## config.mk

```make
export PLATFORM = sky130hd
export DESIGN_NAME = dma_chan_arbiter_flat
export DESIGN_NICKNAME = d
export VERILOG_FILES = /design/src/rtl/dma_chan_arbiter_if.sv /design/src/rtl/dma_chan_arbiter.sv /design/src/flat_wrapper.sv
export SDC_FILE = /design/constraint.sdc
export NUM_CORES = 1
export LEC_CHECK = 0
export ABC_CLOCK_PERIOD_IN_PS = 2000
export CAP_MARGIN = 20
export CORE_MARGIN = 4
export CORE_UTILIZATION = 46
export DETAILED_ROUTE_END_ITERATION = 12
export PLACE_DENSITY = 0.79
export REMOVE_ABC_BUFFERS = 1
export SKIP_LAST_GASP = 1
export SLEW_MARGIN = 20
export SYNTH_ARGS = -nofsm -noshare
export SYNTH_HDL_FRONTEND = slang
export SYNTH_SLANG_ARGS = --single-unit
```

## constraint.sdc

```tcl
create_clock -name clk -period 2 [get_ports clk]
set_input_delay 0.3 -clock clk [delete_from_list [all_inputs] [get_ports clk]]
set_output_delay 0.3 -clock clk [all_outputs]
set_load 0.02 [all_outputs]
```

## src/rtl/dma_chan_arbiter_if.sv

```systemverilog
// Request/grant and DMA start/done signals shared between the channel arbiter and its surroundings.
// The slave modport is the arbiter's view of these signals.
interface dma_chan_arbiter_if #(
  parameter int NCH = 4,
  parameter int IDW = 2
);
  logic [NCH-1:0] req;
  logic [NCH-1:0] ch_mask;
  logic           dma_done;
  logic [NCH-1:0] gnt;
  logic [IDW-1:0] ch_id;
  logic           dma_start;
  logic           busy;
  logic           timeout;

  modport slave (
    input  req, ch_mask, dma_done,
    output gnt, ch_id, dma_start, busy, timeout
  );

  modport master (
    output req, ch_mask, dma_done,
    input  gnt, ch_id, dma_start, busy, timeout
  );
endinterface

```

## src/rtl/dma_chan_arbiter.sv

```systemverilog
// Round-robin arbiter that hands the single DMA engine to one of NCH channels at a time.
// It holds the grant until the engine reports done or the watchdog expires.
//
// state     | meaning
// ----------+---------------------------------------------------------
// S_IDLE    | engine free, arbitrating among eligible requesters
// S_START   | grant registered, issuing the one-cycle dma_start pulse
// S_BUSY    | engine running, waiting for dma_done or watchdog expiry
// S_RELEASE | dropping grant/busy, advancing the round-robin pointer
module dma_chan_arbiter #(
  parameter int NCH     = 4,
  parameter int IDW     = 2,
  parameter int TIMEOUT = 255,
  parameter int TW      = 8
) (
  input  logic               clk,
  input  logic               rst,
  dma_chan_arbiter_if.slave  bus
);

  typedef enum logic [1:0] {
    S_IDLE    = 2'd0,
    S_START   = 2'd1,
    S_BUSY    = 2'd2,
    S_RELEASE = 2'd3
  } state_t;

  localparam logic [TW-1:0]  WDOG_LOAD = TW'(TIMEOUT);
  localparam logic [TW-1:0]  WDOG_ONE  = TW'(1);
  localparam bit             WDOG_EN   = (TIMEOUT != 0);
  localparam logic [IDW-1:0] PTR_RST   = IDW'(NCH - 1);
  localparam logic [NCH-1:0] GNT_ONE   = NCH'(1);

  state_t         r_state;
  logic [NCH-1:0] r_gnt;
  logic [IDW-1:0] r_ch_id;
  logic [IDW-1:0] r_rr_ptr;
  logic           r_dma_start;
  logic           r_busy;
  logic           r_timeout;
  logic [TW-1:0]  r_wdog;

  logic [NCH-1:0] w_elig;
  logic           w_found;
  logic [IDW-1:0] w_sel;
  logic [IDW-1:0] w_idx;

  assign w_elig = bus.req & ~bus.ch_mask;

  // Search starts just after the last-granted channel so it gets lowest priority next time.
  always_comb begin
    w_found = 1'b0;
    w_sel   = '0;
    w_idx   = '0;
    for (int i = 1; i <= NCH; i++) begin
      w_idx = IDW'((int'(r_rr_ptr) + i) % NCH);
      if (!w_found && w_elig[w_idx]) begin
        w_found = 1'b1;
        w_sel   = w_idx;
      end
    end
  end

  always_ff @(posedge clk or negedge rst) begin
    if (!rst) begin
      r_state     <= S_IDLE;
      r_gnt       <= '0;
      r_ch_id     <= '0;
      r_rr_ptr    <= PTR_RST;
      r_dma_start <= 1'b0;
      r_busy      <= 1'b0;
      r_timeout   <= 1'b0;
      r_wdog      <= '0;
    end else begin
      r_dma_start <= 1'b0;
      r_timeout   <= 1'b0;
      case (r_state)
        S_IDLE: begin
          if (w_found) begin
            r_gnt   <= GNT_ONE << w_sel;
            r_ch_id <= w_sel;
            r_busy  <= 1'b1;
            r_state <= S_START;
          end
        end
        S_START: begin
          r_dma_start <= 1'b1;
          r_wdog      <= WDOG_LOAD;
          r_state     <= S_BUSY;
        end
        S_BUSY: begin
          // A done on the expiry cycle wins, so no timeout is reported for it.
          if (bus.dma_done) begin
            r_state <= S_RELEASE;
          end else if (WDOG_EN && (r_wdog == WDOG_ONE)) begin
            r_timeout <= 1'b1;
            r_state   <= S_RELEASE;
          end else if (WDOG_EN) begin
            r_wdog <= r_wdog - WDOG_ONE;
          end
        end
        S_RELEASE: begin
          r_gnt    <= '0;
          r_busy   <= 1'b0;
          r_rr_ptr <= r_ch_id;
          r_state  <= S_IDLE;
        end
        default: begin
          r_state     <= S_IDLE;
          r_gnt       <= '0;
          r_ch_id     <= '0;
          r_dma_start <= 1'b0;
          r_busy      <= 1'b0;
          r_timeout   <= 1'b0;
          r_wdog      <= '0;
        end
      endcase
    end
  end

  assign bus.gnt       = r_gnt;
  assign bus.ch_id     = r_ch_id;
  assign bus.dma_start = r_dma_start;
  assign bus.busy      = r_busy;
  assign bus.timeout   = r_timeout;

endmodule

```

## src/flat_wrapper.sv

```systemverilog
// flat-port wrapper written by rule: the top's interface ports become plain ports
module dma_chan_arbiter_flat 
#(
  parameter int NCH     = 4,
  parameter int IDW     = 2,
  parameter int TIMEOUT = 255,
  parameter int TW      = 8
)
  (clk, rst, bus_req, bus_ch_mask, bus_dma_done, bus_gnt, bus_ch_id, bus_dma_start, bus_busy, bus_timeout);
  dma_chan_arbiter_if #(.NCH(NCH), .IDW(IDW)) bus_i ();
  input  logic clk;
  input  logic rst;
  input wire logic [$bits(bus_i.req)-1:0] bus_req;
  input wire logic [$bits(bus_i.ch_mask)-1:0] bus_ch_mask;
  input wire logic [$bits(bus_i.dma_done)-1:0] bus_dma_done;
  output wire logic [$bits(bus_i.gnt)-1:0] bus_gnt;
  output wire logic [$bits(bus_i.ch_id)-1:0] bus_ch_id;
  output wire logic [$bits(bus_i.dma_start)-1:0] bus_dma_start;
  output wire logic [$bits(bus_i.busy)-1:0] bus_busy;
  output wire logic [$bits(bus_i.timeout)-1:0] bus_timeout;
  assign bus_i.req = bus_req;
  assign bus_i.ch_mask = bus_ch_mask;
  assign bus_i.dma_done = bus_dma_done;
  assign bus_gnt = bus_i.gnt;
  assign bus_ch_id = bus_i.ch_id;
  assign bus_dma_start = bus_i.dma_start;
  assign bus_busy = bus_i.busy;
  assign bus_timeout = bus_i.timeout;
  dma_chan_arbiter #(.NCH(NCH), .IDW(IDW), .TIMEOUT(TIMEOUT), .TW(TW)) u_core (.clk(clk), .rst(rst), .bus(bus_i));
endmodule
```

; Word level (Yosys, flattened, before mapping)
; Cells that the tools add are included.
[totals]
reg_bits = 21
in_bits = 11
out_inout_bits = 9
[classes]
addsub = 5
magnitude_cmp = 4
n_eq_ne = 8
shifts = 1
mux = 31
bitwise = 2
n_reduce_logical = 13
[ops]
columns = op, n
row1 = two-way mux 8 bit, 2
row2 = one-hot mux 8 bit (2 select lines), 1
row3 = two-way mux 2 bit, 7
row4 = two-way mux 1 bit, 13
row5 = "< comparator 2 x 3 -> 1 bit, second input constant", 4
row6 = binary-select mux 1 bit (select 2 bit), 4
row7 = "equality test 8 x 1 -> 1 bit, second input constant", 1
row8 = one-hot mux 2 bit (4 select lines), 1
row9 = one-hot mux 4 bit (2 select lines), 1
row10 = "subtractor 8 x 1 -> 8 bit, second input constant", 1
row11 = AND reduction 2 bit, 3
row12 = "adder 2 x 1 -> 2 bit, second input constant", 2
row13 = "adder 2 bit, second input constant", 2
row14 = AND 4 bit, 1
row15 = "equality test 2 bit, second input constant", 2
row16 = two-way mux 4 bit, 1
row17 = "!= test 2 bit, second input constant", 2
row18 = NOT 4 bit, 1
row19 = nonzero test 2 bit, 2
row20 = "left shift 1 x 2 -> 4 bit, first input constant", 1
row21 = logical AND 1 bit, 3
row22 = logical NOT 1 bit, 3
row23 = "!= test 3 x 2 -> 1 bit, second input constant", 1
row24 = AND reduction 3 bit, 1
row25 = 4 further kinds, 4

; Depth between registers and ports, before layout
; Gate-level depths: netlist of run 1.
[depth]
ltp_word = 17
ltp_mapped = 6
depth_no_buf = 6

; Least setup slack after synthesis of run 1
; OpenSTA, ideal clock, no wires.
[synth_path]
path_kind = reg2reg
from = reg u_core.r_wdog[4]
to = reg u_core.r_state[1]
setup_ps = 128
arrival_ps = 1835
slack_ps = 37
stages_incl_launch_ff = 6
n_path_buf = 1
period_less_slack_ps = 1963
cell_sequence = dfrtp_1 -> or4_1 -> clkbuf_2 -> o311a_4 -> a21oi_4 -> mux2_1
[synth_between]
elab_chain_cells = 3
[synth_lines]
columns = item, line_no
row1 = start: declaration, dma_chan_arbiter.sv:41  ; logic [TW-1:0] r_wdog;
row2 = start signal: assignment, dma_chan_arbiter.sv:99  ; r_wdog <= r_wdog - WDOG_ONE;
row3 = equality test 8 x 1 -> 1 bit, dma_chan_arbiter.sv:95  ; end else if (WDOG_EN && (r_wdog == WDOG_ONE)) begin
row4 = != test 3 x 2 -> 1 bit (no line), -
row5 = AND reduction 2 bit (no line), -
row6 = end signal: assignment, dma_chan_arbiter.sv:94  ; r_state <= S_RELEASE;
row7 = end signal: assignment, dma_chan_arbiter.sv:97  ; r_state <= S_RELEASE;
row8 = end signal: assignment, dma_chan_arbiter.sv:106  ; r_state <= S_IDLE;
row9 = end: declaration, dma_chan_arbiter.sv:34  ; state_t r_state;
; Every way passes these cells.
; A chain may end at the register's enable or synchronous reset.

; Worst setup path in the final report of run 1
[layout_path]
from = reg u_core.r_wdog[5]
to = reg u_core.r_state[1]
; The elaborated chain is that of the path after synthesis.

==> results.py, run 1 <==
metrics = {
    "grt": {
        "grt_pass1_wl_um": 3970,
        "overflow": 0,
        "grt_max_degree": 13,
        "grt_pass1_vias": 914,
        "antenna_found_initial": 0,
        "grt_usage_pct": 15.4,
    },
    "clock_tree": {
        "cts-root-buf": "clkbuf_4",
        "cts_resized": 0,
        "cts_tree": "yes",
        "clkTransAtPathRegs_ps": 120,
        "cts_setup_buffers": 0,
        "clockBufferDepth": 2,
        "cts_max_level": 1,
        "insertion_delay_ps": 310,
        "cts_hold_buffers": 0,
        "cts.sinks": 21,
        "numCtsBuffers": 3,
    },
    "yosys": {
        "syn_area_per_cell_um2": 10.3,
        "ys_seq_elements": 21,
        "yosysMostFrequentCell": "dfrtp_1",
        "synth.cell_area_um2": 1170,
        "ys_seq_area_share_pct": 45.2,
        "synth_commonest_cells": "dfrtp_1, inv_1, a21oi_1, ha_1, nand2_1",
        "synth_ff_type": "dfrtp_1",
        "yosysTopAreaCellShare_pct": 40.7,
        "yosysTopAreaCell": "dfrtp_1",
        "synthTopCellsByArea": "dfrtp_1, ha_1, dfstp_2, inv_1, a21oi_1",
        "async_reset_ff_share_pct": 100,
        "ys_types": 37,
        "yosysWarnings": 0,
        "synth_edf_count": 0,
        "synth_cells": 113,
    },
    "die": {
        "rows": 18,
        "num_io_pins": 20,
        "fp.dieH_um": 58.4,
        "core-area_um2": 2450,
        "dieArea_um2": 3410,
        "fp.dieW_um": 58.4,
        "start_util_pct": 47.6,
    },
    "sta": {
        "setup_ws_ps": 83.8,
        "maxSlewHeadroom_pct": 65.1,
        "final_max_slew_viol_count": 0,
        "final.setup.tns_ps": 0,
        "hold_viol_final": 0,
        "finClkSkew_ps": 12.5,
        "rsz0062_at_grt": "yes",
        "worst_pin_slew_ps": 517,
        "period_minus_slack_ps": 1920,
        "setup_violations": 0,
        "max_freq_mhz": 522,
        "fin_crit_sh_pct": 95.8,
    },
    "routing": {
        "wl_per_cell_um": 13.4,
        "drt-total-wl_um": 2300,
        "drt-vias-per-instance": 5.40,
        "wl_met2_um": 1060,
        "dr.pass1.iters": 6,
        "highest_layer": "met4",
        "drcViolationCount": 0,
        "ant_nets": 0,
        "first_iter_violations": 42,
        "vias": 923,
        "wl_met1_um": 1080,
        "wl_met3_um": 98,
    },
    "cells_and_area": {
        "antenna_cells": 0,
        "final_util_pct": 60.0,
        "nNetsFinal": 160,
        "drive_above_1_share_pct": 14.9,
        "syn_to_final_growth_pct": 26.1,
    },
    "critical_path": {
        "critPathLaunchType": "register",
        "cp_data_arrival_time_ps": 2110,
        "crit_type": "register to register",
        "critical-path-max-stage-delay_ps": 540,
        "endpoint_kind": "register",
        "worstPathCellList": "or4_4, o311a_4, a21oi_4, mux2_1",
        "critPathSlowestCell": "or4_4",
        "cp.buffers_inverters": 0,
        "crit_required_ps": 2190,
        "crit_family": "simple AND/OR/NAND/NOR gates",
        "path_max_fanout": 5,
    },
    "flow_run": {
        "maxCapViolCount": 0,
    },
    "pwr": {
        "peakVddDrop_uv": 939,
        "p_leak_nw": 0.596,
        "powerDensity_nw_per_um2": 1220,
    },
    "placed_design": {
        "gp_routability_congestion": 0.806,
        "place_ws_ps": 45.6,
        "port_buffers": 19,
        "dp_hpwl_um": 1900,
    },
    "outcome": {
        "outcome": "complete, no violations",
    },
    "hold_path": {
        "hold_path_class": "input port to async pin",
    },
}
-- sequential cells by signal, summed over array words and instances (netlist names) --
name / cells
u_core.r_wdog: 8
u_core.bus.gnt: 4
u_core.bus.ch_id: 2
u_core.r_rr_ptr: 2
u_core.r_state: 2
u_core.bus.busy: 1
u_core.bus.dma_start: 1
u_core.bus.timeout: 1
-- final timing paths --
check / startpoint / to / slack [ps] / depth (start not counted)
hold / removal: rst / u_core.r_wdog[6] / 310 / 1
setup reg to reg: u_core.r_wdog[5] / u_core.r_state[1] / 80 / 4
min in group clk: u_core.r_wdog[0] / u_core.r_wdog[0] / 520 / 1
setup / recovery: u_core.r_wdog[5] / u_core.r_state[1] / 80 / 4
max in group asynchronous: rst / u_core.bus.gnt[2] / 1160 / 2
hold reg to reg: u_core.r_wdog[0] / u_core.r_wdog[0] / 520 / 1
-- report_power, final --
group          internal (W)  switching [W]
logic              0.000424       0.000472
clock network     0.0000749       0.000127
registers          0.000583       0.000117
-- area by class of cell --
class / count / area, µm²
inverters: 12 / 45.0
clock inverters: 1 / 5.00
flip-flops and latches: 21 / 528
fillers: 210 / 981
well taps: 30 / 37.5
repair buffers: 25 / 235
multi-input cells: 79 / 601
clock buffers: 3 / 22.5
-- per-stage QoR --
stage	hold WS (ps)	total power [W]	std cells	instance area, µm²
2_1_floorplan	4.41	0.00127	112	1160
3_3_place_gp	495	0.00157	167	1440
3_5_place_dp	503	0.00161	167	1440
4_1_cts	321	0.00182	171	1460
5_1_grt	336	0.00195	171	1470
6_report	313	0.00180	171	1470
-- kinds of logic after synthesis --
kind of cell | after synthesis | share of synthesized area (%)
xor+xnor | 3 | 2.25
fa+ha+maj | 7 | 7.49
simple gates | 37 | 19.3
flops | 21 | 45.2
mux | 5 | 4.60
buf+inv | 13 | 4.28
compound gates | 27 | 16.9
-- metal layers --
| metal | vias to the layer above | global-route usage, % |
|---|---|---|
| li1 | 465 | - |
| met1 | 433 | 19.7 |
| met2 | 18 | 23.4 |
| met3 | 7 | 4.82 |
| met4 | 0 | 7.95 |
| met5 | - | 0 |
-- cells in the final DEF, fill, tap and decap left out, types with 2 or more instances in the layout --
master and instances:
or4_1 2, a21oi_1 7, dfstp_2 2, nand3_1 4, clkbuf_4 3, nand2b_1 4, xor2_1 2, nor4bb_1 2
dfrtp_1 19, nand2_1 6, mux2_2 2, o22ai_1 4, o21ai_0 4, nor3b_1 2, inv_1 12, mux2i_1 2
nor3_1 3, buf_4 6, ha_1 7, clkdlybuf4s50_1 19, o31ai_1 2, or3b_2 2, nor2_1 4, nor2b_1 3
Note: power is estimated with default switching activity, not from simulation.
==> run 2, diff against run 1 <==
--- a/config.mk
+++ b/config.mk
@@ -11,4 +11,5 @@
 export CORE_UTILIZATION = 46
 export DETAILED_ROUTE_END_ITERATION = 12
+export HOLD_SLACK_MARGIN = 0.02
 export PLACE_DENSITY = 0.79
 export REMOVE_ABC_BUFFERS = 1
==> constraint.sdc (replaced) <==
create_clock -name clk -period 2 [get_ports clk]
set_input_delay 0.3 -clock clk [delete_from_list [all_inputs] [get_ports clk]]
set_output_delay 0.3 -clock clk [all_outputs]
set_load 0.1 [all_outputs]
==> results.py, run 2 (synthesized netlist as in run 1, its figures left out) <==
metrics = {
    "outcome": {
        "outcome": "complete, no violations",
    },
    "routing": {
        "ant_nets": 0,
        "first_iter_violations": 18,
        "drt-vias-per-instance": 5.38,
        "dr.pass1.iters": 4,
        "drcViolationCount": 0,
        "wl_per_cell_um": 13.3,
        "drt-total-wl_um": 2280,
        "vias": 920,
    },
    "sta": {
        "hold_viol_final": 0,
        "worst_pin_slew_ps": 489,
        "period_minus_slack_ps": 1920,
        "finClkSkew_ps": 12.1,
        "final_max_slew_viol_count": 0,
        "fin_crit_sh_pct": 96.1,
        "maxSlewHeadroom_pct": 66.9,
        "setup_violations": 0,
        "max_freq_mhz": 520,
    },
    "cells_and_area": {
        "drive_above_1_share_pct": 22.0,
        "syn_to_final_growth_pct": 24.6,
        "seq_area_um2": 528,
        "final_common_cell": "dfrtp_1",
        "final_util_pct": 59.3,
        "largest_reg_flops": 8,
        "nFillCells": 217,
        "multi_input_area_um2": 606,
        "final_cell_mix": "dfrtp_1, buf_4, inv_1",
        "nNetsFinal": 160,
        "top_register": "u_core.r_wdog",
        "antenna_cells": 0,
    },
    "grt": {
        "grt_pass1_vias": 887,
        "overflow": 0,
        "grt_max_degree": 13,
        "antenna_found_initial": 0,
        "grt_usage_pct": 14.7,
        "grt_pass1_wl_um": 3840,
    },
    "die": {
        "rows": 18,
        "fp.dieW_um": 58.4,
        "start_util_pct": 47.6,
        "num_io_pins": 20,
        "fp.dieH_um": 58.4,
        "dieArea_um2": 3410,
        "core-area_um2": 2450,
    },
    "placed_design": {
        "port_buffers": 19,
        "dp_hpwl_um": 1900,
        "gp_routability_congestion": 0.821,
    },
    "critical_path": {
        "endpoint_kind": "register",
        "cp_data_arrival_time_ps": 2110,
        "rr_worst_depth": 4,
        "crit_required_ps": 2190,
        "r2r_start": "u_core.r_wdog[5]",
        "r2r_setup_slack_ps": 80,
        "path_max_fanout": 5,
        "worstReg2RegEnd": "u_core.r_state[1]",
        "critPathLaunchType": "register",
        "crit_type": "register to register",
    },
    "clock_tree": {
        "clkTransAtPathRegs_ps": 120,
        "numCtsBuffers": 3,
        "cts-root-buf": "clkbuf_4",
        "cts_max_level": 1,
        "insertion_delay_ps": 310,
        "clockBufferDepth": 2,
        "cts_tree": "yes",
        "cts.sinks": 21,
        "cts_hold_buffers": 0,
    },
    "hold_path": {
        "hold_path_class": "input port to async pin",
    },
    "pwr": {
        "p_leak_nw": 0.610,
        "power_w": 0.00224,
        "powerDensity_nw_per_um2": 1540,
        "peakVddDrop_uv": 1210,
    },
    "flow_run": {
        "maxCapViolCount": 0,
    },
}
run 2: cell types whose count changed in the layout (fill, tap and decap cells not counted), sizes merged:
cell | previous run | this run
buf | 6 | 15
clkdlybuf4s50 | 19 | 10
run 2: metal layers:
| layer | share of wire, % | track usage, % |
|---|---|---|
| met4 | 0.92 | 3.97 |
| met1 | 45 | 17.2 |
| met5 | 0 | 0 |
| met3 | 4.6 | 4.82 |
| met2 | 49 | 25.7 |
run 2: worst max-delay path: stages (launching register included):
cell	delay, ps
dfrtp_1	430
or4_4	540
o311a_4	360
a21oi_4	140
mux2_1	330
run 2: power by group:
part	internal [W]	total [W]	switching, W
registers	0.000584	0.000702	0.000119
logic	0.000393	0.00134	0.000949
clock network	0.0000747	0.000198	0.000123
total	0.00105	0.00224	0.00119
run 2: worst max-delay path by stage:
| stage | from | end | slack [ps] | cells after the start |
|---|---|---|---|---|
| 6_report | u_core.r_wdog[5] | u_core.r_state[1] | 80 | 4 |
| 3_5_place_dp | bus_req[3] | u_core.bus.gnt[0] | 40 | 5 |
| 3_3_place_gp | bus_req[3] | u_core.bus.gnt[0] | 70 | 5 |
| 4_1_cts | u_core.r_state[0] | u_core.r_wdog[5] | 10 | 6 |
| 5_1_grt | u_core.r_state[0] | u_core.r_wdog[5] | -0.1 | 6 |
| 2_1_floorplan | u_core.r_wdog[4] | u_core.r_state[1] | 50 | 4 |
run 2: layout make-up:
class | count | area share (%)
Multi-Input combinational cell | 79 | 41.6
Sequential cell | 21 | 36.3
Timing Repair Buffer | 25 | 14.6
Inverter | 12 | 3.09
Tap cell | 30 | 2.58
Clock buffer | 3 | 1.55
Clock inverter | 1 | 0.344
run 2: repair_timing:
item | in CTS | in global routing
gates resized for setup | 0 | 3
buffers inserted | 0 | 0
setup endpoints to repair | 0 | 4
run 2: through the flow:
stage / cell area [µm²] / setup TNS (ps) / instances / hold slack (ps) / setup WS, ps
6_report: 1460 / 0 / 171 / 313 / 77.3
3_3_place_gp: 1410 / 0 / 167 / 494 / 70.6
4_1_cts: 1440 / 0 / 171 / 321 / 12.7
3_5_place_dp: 1410 / 0 / 167 / 506 / 41.0
2_1_floorplan: 1160 / 0 / 112 / 4.41 / 47.4
5_1_grt: 1460 / -0.140 / 171 / 346 / -0.140
==> patch 1: new RTL, settings of run 1 <==
`TW` is set to 8 in 2 places; all go to 16.
--- a/src/rtl/dma_chan_arbiter.sv
+++ b/src/rtl/dma_chan_arbiter.sv
@@ -13,3 +13,3 @@
   parameter int TIMEOUT = 255,
-  parameter int TW      = 8
+  parameter int TW      = 16
 ) (
--- a/src/flat_wrapper.sv
+++ b/src/flat_wrapper.sv
@@ -6,3 +6,3 @@
   parameter int TIMEOUT = 255,
-  parameter int TW      = 8
+  parameter int TW      = 16
 )
Check against the original RTL: same outputs for any inputs over 10 cycles, from zero or initial values and one cycle with rst low; that may be too few to reach the edited logic, so the function may still have changed.
==> patch 1 against run 1 <==
- cell count grew 47%
- final area grew 42%
- routed wire length rose by 51%
- sequential cell count grew 8
- area after synthesis increased by 38%
- global-route usage rose by 2.5 points
- setup slack improved by 0.037 ns
- count of clock-buffer cells in the layout increased by 4
- power increased by 22%
- first-iteration DRC count increased by 67%
- non-clock buffer count is 11 higher
- critical endpoint is now u_core.r_wdog[14]$_DFFE_PN0P_
==> patch 1: results <==
export IMPL_outcome="finished clean"
export IMPL_clk_pin_slew_worst_paths_ns=0.09
export IMPL_area_growth_pct=29.3
export IMPL_worst_r2r_cell_count=5
export IMPL_globalplace_congestion=0.899
export IMPL_grt_pass1_vias=1371
export IMPL_grt_pass1_wl_mm=5.98
export IMPL_non_clock_buffer_count=36
export IMPL_post_place_ws_ns=-0.0758
export IMPL_clock_buffers=7
export IMPL_slowest_delay_ns=0.60
export IMPL_ys_async_sr_fraction=1.00
export IMPL_drive_gt1_frac=0.223
export IMPL_vdd_drop_max_uv=451
export IMPL_synthAdderAreaFrac=0.0541
export IMPL_clockBufferDepth=2
export IMPL_arrival_ns=2.10
export IMPL_reg2reg_to="u_core.r_wdog[14]$_DFFE_PN0P_"
export IMPL_synth_mux_area_frac=0.0425
export IMPL_wl_per_cell_microns=13.7
export IMPL_clkSinkCount=29
export IMPL_synth_top_cells_by_area="dfrtp_1 42%, ha_1 5.4%, xnor2_1 4.9%"
export IMPL_yosysUniqueCellTypes=45
export IMPL_grtUsageTotal=0.179
export IMPL_largest_register_ff_count=16
export IMPL_nMultiInputCombCells=125
export IMPL_seq_share=0.348
export IMPL_grt_max_degree=30
export IMPL_antenna_found_initial=0
export IMPL_yosysSeqAreaShare=0.450
export IMPL_path_delay_family="simple AND/OR/NAND/NOR gates"
export IMPL_slowest_stage="or4_4"
export IMPL_cts_resized=1
export IMPL_insertion_delay_ns=0.33
export IMPL_dr_first_iter_drc_count=70
export IMPL_hpwl_mm=2.61
export IMPL_post_cts_setup_buffers=0
export IMPL_yosys_warnings=0
export IMPL_num_vias=1345
export IMPL_synth_compound_area_frac=0.124
export IMPL_multi_input_comb_area_sq_um=888
export IMPL_fillers=286
export IMPL_cts_buffers=5
export IMPL_tightest_slew_ns=0.479
export IMPL_htreeDepth=2
export IMPL_yosys_top_cells_count="27 x dfrtp_1, 17 x nor2_1, 14 x nand2_1, 9 x xnor2_1"
export IMPL_nets=223
export IMPL_synth_flop_cell="dfrtp_1"
export IMPL_nNonClkInverters=8
export IMPL_r2r_start="u_core.r_wdog[6]$_DFFE_PN0P_"
export IMPL_fin_crit_sh=0.940
export IMPL_first_pass_iters=4
export IMPL_final_setup_skew_ns=0.0113
export IMPL_io_buffers=19
export IMPL_bufAreaShareNonClock=0.152
export IMPL_r2r_setup_slack_ns=0.12
export IMPL_clk_share=0.0335
export IMPL_placed_area_sq_um=1950
export IMPL_synthXorXnorAreaFrac=0.0487
export IMPL_power_leakage_nw=0.904
[patch 1: changes by cell type in the layout (fill, tap and decap cells not counted), sizes merged, moves of 5 or more]
cell / run 1 / this run
dfrtp: 19 / 27
nor2: 4 / 18
nand2: 6 / 14
buf: 6 / 17
xnor2: 1 / 9
nor3: 3 / 9
o21ai: 4 / 9
[patch 1: through the flow]
| stage | setup TNS, ns | cells | hold WS [ns] |
|---|---|---|---|
| after floorplan | 0 | 162 | 0.00441 |
| after global placement | -0.0756 | 240 | 0.464 |
| after detailed placement | -0.215 | 240 | 0.470 |
| after CTS | 0 | 248 | 0.346 |
| after global routing | 0 | 252 | 0.369 |
| final | 0 | 252 | 0.346 |
[patch 1: how the worst max path moves through the flow]
stage,cells past startpoint,to,startpoint
after floorplan,7,u_core.r_state[1]$_DFFE_PN0P_,u_core.r_wdog[1]$_DFFE_PN0P_
after global placement,7,u_core.r_state[1]$_DFFE_PN0P_,bus_req[2]
after detailed placement,7,u_core.r_state[1]$_DFFE_PN0P_,bus_req[2]
after CTS,7,u_core.r_state[1]$_DFFE_PN0P_,u_core.r_wdog[1]$_DFFE_PN0P_
after global routing,5,u_core.r_wdog[14]$_DFFE_PN0P_,u_core.r_wdog[6]$_DFFE_PN0P_
final,5,u_core.r_wdog[14]$_DFFE_PN0P_,u_core.r_wdog[6]$_DFFE_PN0P_
[patch 1: where the power goes]
part	total, W	switching, W	internal (W)
Clock	0.000401	0.000197	0.000203
Combinational	0.000935	0.000480	0.000455
Sequential	0.000851	0.000110	0.000741
[patch 1: metal layers]
metal,GRT usage,part of all wire,vias to the layer above
met4,0.0835,0.026,0
met1,0.195,0.41,631
met5,0,0,-
met3,0.0599,0.052,10
met2,0.312,0.51,37
li1,-,-,667
==> patch 2: new RTL, flow settings as in run 1 <==
Without the edit above. Make the reset (`rst`) synchronous in one clocked block.
--- a/src/rtl/dma_chan_arbiter.sv
+++ b/src/rtl/dma_chan_arbiter.sv
@@ -63,3 +63,3 @@
 
-  always_ff @(posedge clk or negedge rst) begin
+  always_ff @(posedge clk) begin
     if (!rst) begin
Formal check against the unedited RTL: differs if rst is asserted again (counterexample within 4 cycles, from zero or initial values and one cycle with rst low); with rst held inactive, the same outputs for 10 cycles.
==> patch 2 against run 1 <==
- final area down 3.1%
- sequential cell count is the same
- area after synthesis decreased by 0.32%
- routed wire length up 5.2%
- sequential power shrank 3%
- setup slack better by 0.14 ns
- power down 2.6%
- critical path type unchanged
- highest routed layer unchanged
==> patch 2: results <==
export IMPL_outcome="finished clean"
export IMPL_use_met3=0.0395
export IMPL_wl_met3_microns=110
export IMPL_grtUsageTotal=0.153
export IMPL_wl_met1_mm=1.10
export IMPL_totalWireLength_mm=2.41
export IMPL_slowest_delay_ns=0.43
export IMPL_fillers=215
export IMPL_synth_top_cells_by_area="dfxtp_1 36%, ha_1 7.5%, a21oi_1 4.3%"
export IMPL_stdcell_count=177
export IMPL_vdd_drop_max_uv=675
export IMPL_power_share_clock=0.115
export IMPL_drive_gt1_frac=0.128
export IMPL_grtUsageMet2=0.270
export IMPL_switching_power_w=0.000710
export IMPL_globalplace_congestion=0.903
export IMPL_synthAdderAreaFrac=0.0752
export IMPL_swShare=0.405
export IMPL_hpwl_mm=1.89
export IMPL_synthXorXnorAreaFrac=0.0301
export IMPL_num_vias=1003
export IMPL_seqPwrFrac=0.388
export IMPL_placed_area_sq_um=1400
export IMPL_post_place_ws_ns=0.0664
export IMPL_reg2reg_to="u_core.r_wdog[4]$_SDFFE_PN0P_"
export IMPL_hp_class="reg2reg"
export IMPL_fin_crit_sh=0.890
export IMPL_tightest_slew_ns=0.357
export IMPL_grt_use_met1=0.177
export IMPL_yosys_top_cells_count="21 x dfxtp_1, 10 x a21oi_1, 10 x inv_1, 8 x nand2_1, 7 x ha_1"
export IMPL_synth_compound_area_frac=0.261
export IMPL_ys_async_sr_fraction=0
patch 2: cell type report:
type	instances	area, sq um	share of cell area
tap	28	35.0	0.0245
inverter	10	37.5	0.0263
timing repair buffer	26	243	0.170
sequential	21	420	0.294
multi-input combinational	88	666	0.466
clock buffer	3	22.5	0.0158
clock inverter	1	5.00	0.00350
patch 2: worst max-delay path by stage:
stage	depth (start not counted)	endpoint	startpoint
finish	6	u_core.r_wdog[4]$_SDFFE_PN0P_	u_core.r_state[0]$_SDFFE_PN0P_
global route	6	u_core.r_wdog[4]$_SDFFE_PN0P_	u_core.r_state[0]$_SDFFE_PN0P_
CTS	6	u_core.r_wdog[4]$_SDFFE_PN0P_	u_core.r_state[0]$_SDFFE_PN0P_
detailed placement	6	u_core.bus.gnt[0]$_SDFFE_PN0P_	bus_req[3]
global placement	6	u_core.bus.gnt[0]$_SDFFE_PN0P_	bus_req[3]
floorplan	6	u_core.r_wdog[4]$_SDFFE_PN0P_	u_core.r_state[0]$_SDFFE_PN0P_
